<file path="src/rtl/rhs_pkt_pkg.sv">
// Shared constants and types for the RHS sample packetizer.
// Imported by the FIFO, the top level and the bench.
package rhs_pkt_pkg;

  localparam logic [63:0] MAGIC_DEFAULT = 64'hD7A22AAA38132A53;
  localparam int NUM_CH_DEFAULT = 32;
  localparam int HDR_WORDS = 2;

  typedef enum logic [1:0] {
    IDLE,
    HDR_LO,
    HDR_HI,
    DATA
  } pkt_state_e;

endpackage

</file>
<file path="src/rtl/rhs_pkt_fifo.sv">
// Single-clock sample FIFO whose write pointer can be rolled back
// to a saved frame start, so a broken frame never becomes visible.
module rhs_pkt_fifo
  import rhs_pkt_pkg::*;
#(
  parameter int DW = 32,
  parameter int DEPTH = 64,
  localparam int AW = $clog2(DEPTH)
) (
  input  logic          clk,
  input  logic          rst,
  input  logic          wr_en,
  input  logic [DW-1:0] wr_data,
  input  logic          rd_en,
  output logic [DW-1:0] rd_data,
  input  logic          rb_en,
  input  logic [AW:0]   rb_ptr,
  output logic [AW:0]   wr_ptr,
  output logic [AW:0]   free
);

  localparam logic [AW:0] PTR_ONE = 1;
  localparam logic [AW:0] DEPTH_W = (AW+1)'(DEPTH);

  logic [DW-1:0] mem_q [DEPTH];
  logic [AW:0]   wr_ptr_q, wr_ptr_d;
  logic [AW:0]   rd_ptr_q, rd_ptr_d;
  logic [AW:0]   wr_base;

  // Free space is judged after any rollback in the same cycle.
  always_comb begin
    wr_base  = rb_en ? rb_ptr : wr_ptr_q;
    wr_ptr_d = wr_en ? wr_base + PTR_ONE : wr_base;
    rd_ptr_d = rd_en ? rd_ptr_q + PTR_ONE : rd_ptr_q;
    free     = DEPTH_W - (wr_base - rd_ptr_q);
  end

  always_ff @(posedge clk) begin
    if (wr_en) begin
      mem_q[wr_base[AW-1:0]] <= wr_data;
    end
  end

  always_ff @(posedge clk) begin
    if (rst) begin
      wr_ptr_q <= '0;
      rd_ptr_q <= '0;
    end else begin
      wr_ptr_q <= wr_ptr_d;
      rd_ptr_q <= rd_ptr_d;
    end
  end

  assign rd_data = mem_q[rd_ptr_q[AW-1:0]];
  assign wr_ptr  = wr_ptr_q;

endmodule

</file>
<file path="src/rtl/rhs_sample_packetizer.sv">
// Frames RHS channel words into MAGIC-headed samples and batches
// them into AXI-Stream packets for the DMA.
module rhs_sample_packetizer
  import rhs_pkt_pkg::*;
#(
  parameter int NUM_CH = NUM_CH_DEFAULT,
  parameter int FIFO_DEPTH = 64,
  parameter logic [63:0] MAGIC = MAGIC_DEFAULT
) (
  input  logic        aclk,
  input  logic        areset,
  input  logic        enable,
  input  logic [7:0]  batch_size,
  input  logic [31:0] s_data,
  input  logic        s_valid,
  input  logic        s_first,
  output logic [31:0] m_axis_tdata,
  output logic        m_axis_tvalid,
  input  logic        m_axis_tready,
  output logic        m_axis_tlast,
  output logic [15:0] frames_dropped,
  output logic        frame_err
);

  localparam int AW = $clog2(FIFO_DEPTH);
  localparam int CW = $clog2(NUM_CH + 1);
  localparam logic [AW:0]   NCH_P   = (AW+1)'(NUM_CH);
  localparam logic [AW:0]   CNT_ONE = 1;
  localparam logic [CW-1:0] NCH_C   = CW'(NUM_CH);
  localparam logic [CW-1:0] LAST_CH = CW'(NUM_CH - 1);
  localparam logic [CW-1:0] C_ONE   = 1;

  pkt_state_e state_q, state_d;
  logic          in_frame_q, in_frame_d;
  logic          admit_q, admit_d;
  logic [CW-1:0] wcnt_q, wcnt_d;
  logic [AW:0]   start_ptr_q, start_ptr_d;
  logic [AW:0]   cmpl_q, cmpl_d;
  logic [15:0]   drop_q, drop_d;
  logic          err_q, err_d;
  logic [7:0]    idx_q, idx_d;
  logic [7:0]    batch_q, batch_d;
  logic [CW-1:0] chan_q, chan_d;
  logic          hold_q, hold_d;

  logic          f_wr_en, f_rd_en, f_rb_en;
  logic [AW:0]   f_wr_ptr, f_free;
  logic [31:0]   f_rd_data;
  logic          start, cmpl_inc, cmpl_dec, last_ch, more;

  rhs_pkt_fifo #(
    .DW    (32),
    .DEPTH (FIFO_DEPTH)
  ) u_fifo (
    .clk     (aclk),
    .rst     (areset),
    .wr_en   (f_wr_en),
    .wr_data (s_data),
    .rd_en   (f_rd_en),
    .rd_data (f_rd_data),
    .rb_en   (f_rb_en),
    .rb_ptr  (start_ptr_q),
    .wr_ptr  (f_wr_ptr),
    .free    (f_free)
  );

  assign start   = s_valid && s_first && enable;
  assign f_rb_en = start && in_frame_q && admit_q;

  always_comb begin
    in_frame_d  = in_frame_q;
    admit_d     = admit_q;
    wcnt_d      = wcnt_q;
    start_ptr_d = start_ptr_q;
    drop_d      = drop_q;
    err_d       = err_q;
    f_wr_en     = 1'b0;
    cmpl_inc    = 1'b0;
    if (start) begin
      if (in_frame_q) begin
        err_d = 1'b1;
      end
      in_frame_d  = 1'b1;
      wcnt_d      = C_ONE;
      start_ptr_d = f_rb_en ? start_ptr_q : f_wr_ptr;
      admit_d     = (f_free >= NCH_P);
      f_wr_en     = admit_d;
      if (!admit_d && drop_q != 16'hFFFF) begin
        drop_d = drop_q + 16'd1;
      end
    end else if (s_valid && in_frame_q) begin
      f_wr_en = admit_q;
      wcnt_d  = wcnt_q + C_ONE;
    end
    if (in_frame_d && wcnt_d == NCH_C) begin
      in_frame_d = 1'b0;
      cmpl_inc   = admit_d;
    end
  end

  always_comb begin
    state_d       = state_q;
    idx_d         = idx_q;
    batch_d       = batch_q;
    chan_d        = chan_q;
    hold_d        = hold_q;
    cmpl_dec      = 1'b0;
    f_rd_en       = 1'b0;
    m_axis_tvalid = 1'b0;
    m_axis_tlast  = 1'b0;
    m_axis_tdata  = '0;
    last_ch       = (chan_q == LAST_CH);
    more          = ({1'b0, idx_q} + 9'd1 < {1'b0, batch_q}) && enable;
    unique case (state_q)
      IDLE: begin
        if (cmpl_q != '0) begin
          state_d  = HDR_LO;
          cmpl_dec = 1'b1;
          idx_d    = '0;
          batch_d  = (batch_size == 8'd0) ? 8'd1 : batch_size;
        end
      end
      HDR_LO: begin
        m_axis_tvalid = 1'b1;
        m_axis_tdata  = MAGIC[31:0];
        if (m_axis_tready) state_d = HDR_HI;
      end
      HDR_HI: begin
        m_axis_tvalid = 1'b1;
        m_axis_tdata  = MAGIC[63:32];
        if (m_axis_tready) begin
          state_d = DATA;
          chan_d  = '0;
          hold_d  = 1'b0;
        end
      end
      DATA: begin
        // hold: mid-batch, waiting for the next frame to complete
        if (hold_q) begin
          if (!enable) begin
            state_d = IDLE;
            hold_d  = 1'b0;
          end else if (cmpl_q != '0) begin
            state_d  = HDR_LO;
            cmpl_dec = 1'b1;
            hold_d   = 1'b0;
          end
        end else begin
          m_axis_tvalid = 1'b1;
          m_axis_tdata  = f_rd_data;
          m_axis_tlast  = last_ch && !more;
          if (m_axis_tready) begin
            f_rd_en = 1'b1;
            chan_d  = chan_q + C_ONE;
            if (last_ch && more) begin
              idx_d = idx_q + 8'd1;
              if (cmpl_q != '0) begin
                state_d  = HDR_LO;
                cmpl_dec = 1'b1;
              end else begin
                hold_d = 1'b1;
              end
            end else if (last_ch) begin
              state_d = IDLE;
            end
          end
        end
      end
      default: state_d = IDLE;
    endcase
  end

  always_comb begin
    cmpl_d = cmpl_q;
    if (cmpl_inc && !cmpl_dec) begin
      cmpl_d = cmpl_q + CNT_ONE;
    end else if (!cmpl_inc && cmpl_dec) begin
      cmpl_d = cmpl_q - CNT_ONE;
    end
  end

  always_ff @(posedge aclk) begin
    if (areset) begin
      state_q     <= IDLE;
      in_frame_q  <= 1'b0;
      admit_q     <= 1'b0;
      wcnt_q      <= '0;
      start_ptr_q <= '0;
      cmpl_q      <= '0;
      drop_q      <= '0;
      err_q       <= 1'b0;
      idx_q       <= '0;
      batch_q     <= '0;
      chan_q      <= '0;
      hold_q      <= 1'b0;
    end else begin
      state_q     <= state_d;
      in_frame_q  <= in_frame_d;
      admit_q     <= admit_d;
      wcnt_q      <= wcnt_d;
      start_ptr_q <= start_ptr_d;
      cmpl_q      <= cmpl_d;
      drop_q      <= drop_d;
      err_q       <= err_d;
      idx_q       <= idx_d;
      batch_q     <= batch_d;
      chan_q      <= chan_d;
      hold_q      <= hold_d;
    end
  end

  assign frames_dropped = drop_q;
  assign frame_err      = err_q;

endmodule

</file>
<file path="config.mk">
export PLATFORM = sky130hd
export DESIGN_NAME = rhs_sample_packetizer
export DESIGN_NICKNAME = d
export VERILOG_FILES = /design/src/rtl/rhs_pkt_pkg.sv /design/src/rtl/rhs_pkt_fifo.sv /design/src/rtl/rhs_sample_packetizer.sv
export SDC_FILE = /design/constraint.sdc
export NUM_CORES = 2
export LEC_CHECK = 0
export BUFFER_PORTS_ARGS = -buffer_cell sky130_fd_sc_hd__buf_4
export CORE_ASPECT_RATIO = 1.4
export CORE_MARGIN = 2
export CORE_UTILIZATION = 65
export DETAILED_ROUTE_END_ITERATION = 12
export PLACE_DENSITY_LB_ADDON = 0.3
export SKIP_LAST_GASP = 1
export SYNTH_ARGS = -nofsm -noshare
export SYNTH_HDL_FRONTEND = slang
export SYNTH_SLANG_ARGS = --single-unit
export TNS_END_PERCENT = 100
</file>
<file path="constraint.sdc">
create_clock -name aclk -period 15 [get_ports aclk]
set_clock_uncertainty 0.1 [all_clocks]
set_input_delay 0.75 -clock aclk [delete_from_list [all_inputs] [get_ports aclk]]
set_output_delay 0.75 -clock aclk [all_outputs]
set_load 0.005 [all_outputs]
</file>
==> run summary <==
area leader, netlist: edfxtp_1
Max FO, Critical Path: 123
Final Hold Viols: 0
Total Routed Length: 230.3 mm
relative slew slack: 0.02270
CORE AREA: 127,200 sq um
Static Leakage: 28.11 nW
DR WL/cell: 38.79 microns
Synth Cell Area: 83,220 sq um
Main synth FF type: edfxtp_1
GRT Util Overall: 0.3600
min-delay worst type: in -> reg
Clock Sinks: 2,132
hpwl dp: 120.2 mm
nature of the critical path startpoint: register
pwr/cell area: 125.7 nW/um^2
worst-skew pair later-pin latency: 0.83 ns
Resize count post-CTS: 0
top cells by area, synth: edfxtp_1, mux4_2, dfxtp_1
Congestion Overflow GR: 0
post-synthesis compound-gate area fraction: 0.03157
Routed Antenna Nets: 0
Worst-Margin Slew: 1.466 ns
most frequent cells in the layout: edfxtp_1, mux4_2, buf_4
initial antenna violation count: 16
# hold bufs at CTS: 0
DR pass1 iterations: 6
vias: 44,008
Port-buffer cells: 96
XOR/XNOR Fraction of Synth Area: 0.003353
Hold Crit Start: batch_size[6]
Clock Root Buffer: clkbuf_16
share of layout cells above drive strength 1: 0.2686
Synth top area share: 0.7390
Final Max Tran Viols: 0
Area Overhead vs Synth: 11.37%
chip width: 306.4 microns
H-tree levels: 4
Detailed Route Iter0 Violations: 6,942
setup bufs post-CTS: 0
GP Congestion: 0.8717
WP data required: 14.15 ns
Async S/R FF share, synth: 0
die height: 427.4 microns
wire length of the first global-routing pass: 324.6 mm
Post-Syn Area per Cell: 21.13 sq um
r2r startpoint: admit_q$_SDFF_PP0_
TritonCTS clock tree: yes
Clock Pin Slew Worst Setup and Hold Paths: 0.07 ns
Setup crit end kind: output pin
setup_tns: 0 ns
Synthesized Nets: 4,019
Crit Path Category: reg -> out
clk buf depth: 3
sequential area share after synthesis: 0.7592
io pins: 97
vias in the first global route: 44,119
Starting Density: 0.6541
final hold slack: 0.06529 ns
largest net degree at the start of global routing: 133
count of cell types in the netlist: 76
mux contribution to synthesized area: 0.1588
post-synthesis cell count: 3,939
status: complete, no violations
min setup slack post-route: 7.614 ns
Final min period: 7.386 ns
Warnings, synthesis: 0
DR vias/cell: 7.414
max-cap violation count: 0
adder-cell share of the synthesized area: 0.005292
commonest non-fill, non-tap cell in the layout: edfxtp_1
worst vdd ir: 123.9 uV
RSZ-0062 raised after global routing: false
WP data arrival: 6.54 ns
FMAX: 0.1354 GHz
Post-synth EDFFs: 2,048
clock buffer count from CTS: 184
final core utilization: 0.7285
Synth Area in Simple Gates: 0.02792
die area: 131,000 sq um
Final setup viols: 0
pre-CTS setup slack: 8.635 ns
#FFs+latches synth: 2,132
DRC Markers: 0
row cnt: 155
main combinational cell family by area after synthesis: multiplexers
fin nets: 4,198
fin crit share: 0.4924
==> power by group <==
part / internal [W] / switching, W / leakage, nW
logic: 0.0000181 / 0.000116 / 5.95
clock network: 0.00284 / 0.00215 / 3.07
registers: 0.00652 / 0.00000338 / 19.1
==> cells by family after synthesis <==
family,count (synthesis)
and+or+nand+nor,473
buffers and inverters,239
muxes,643
adders and majority gates,34
DFF,2132
AOI/OAI and AO/OA,387
xor gates and xnor gates,31
==> state kept, by name, summed over array words and instances, names as in the netlist, named ones only <==
register and flops:
u_fifo.wr_ptr 7, in_frame_q 1, state_q 2, cmpl_q 7, wcnt_q 6, frames_dropped 16
u_fifo.rd_ptr_q 7, start_ptr_q 7, hold_q 1, u_fifo.mem_q 2048, admit_q 1, chan_q 6
batch_q 8, frame_err 1, idx_q 8
==> final cells by class <==
cell class	instances	area, sq um
tap	1648	2062
fill	6813	34540
clock inverter	130	1458
sequential	2132	63200
antenna	10	25.02
clock buffer	216	4831
inverter	35	131.4
timing repair buffer	197	1544
multi-input combinational	1568	19430
==> worst paths after layout <==
kind | cells past startpoint | endpoint | slack, ns
max | 8 | m_axis_tdata[11] | 7.61
min | 3 | batch_q[6]$_SDFFE_PP0P_ | 0.07
max reg2reg | 11 | u_fifo.mem_q[17][8]$_DFFE_PP_ | 8.94
min reg2reg | 2 | frame_err$_SDFFE_PP0N_ | 0.39
==> per-layer routing <==
| metal | vias up | share of wire | GRT usage |
|---|---|---|---|
| met3 | 797 | 0.12 | 0.08998 |
| met1 | 22562 | 0.31 | 0.4452 |
| li1 | 16892 | - | - |
| met4 | 16 | 0.078 | 0.2333 |
| met5 | - | 0.00042 | 0 |
| met2 | 3741 | 0.49 | 0.5752 |
==> Yosys cell counts (5+ instances only) <==
master	count
buf_1	15
o221ai_1	7
nor4_1	11
buf_2	63
mux4_2	538
dfxtp_1	84
a31oi_1	8
mux2_2	39
nor2b_1	24
nand3b_1	10
xnor2_1	15
mux2i_1	66
o211ai_1	19
or4_1	19
nand3_1	32
a21o_1	7
a2111oi_0	5
a22o_1	12
o31ai_1	13
nand4_1	17
edfxtp_1	2048
a21oi_1	87
nand2b_1	12
nor2_1	160
xor2_1	15
inv_1	34
a221oi_1	10
a211oi_1	30
o22a_1	5
o21ai_0	54
buf_6	12
or3_1	11
and2_1	12
ha_1	32
nand2_1	100
and3_1	17
buf_4	23
clkbuf_1	90
a22oi_1	76
nor3_1	24
o22ai_1	21
==> metrics by stage <==
stage	cells	cell area, sq um	total power, W
after floorplan	3939	83220	0.006677
after global placement	5579	86350	0.006777
after detailed placement	5580	86370	0.006785
after CTS	5926	92660	0.01167
after global routing	5927	92660	0.01186
final	5936	92690	0.01165
==> worst max-delay path, stage by stage, from the launching register on <==
cell       delay, ns
dfxtp_4         0.70
buf_12          0.48
buf_4           0.94
buf_4           0.91
mux4_2          0.41
mux2i_1         0.15
a2111oi_1       1.28
or3_1           0.25
buf_4           0.13
Power figures use the tool's default switching activity.
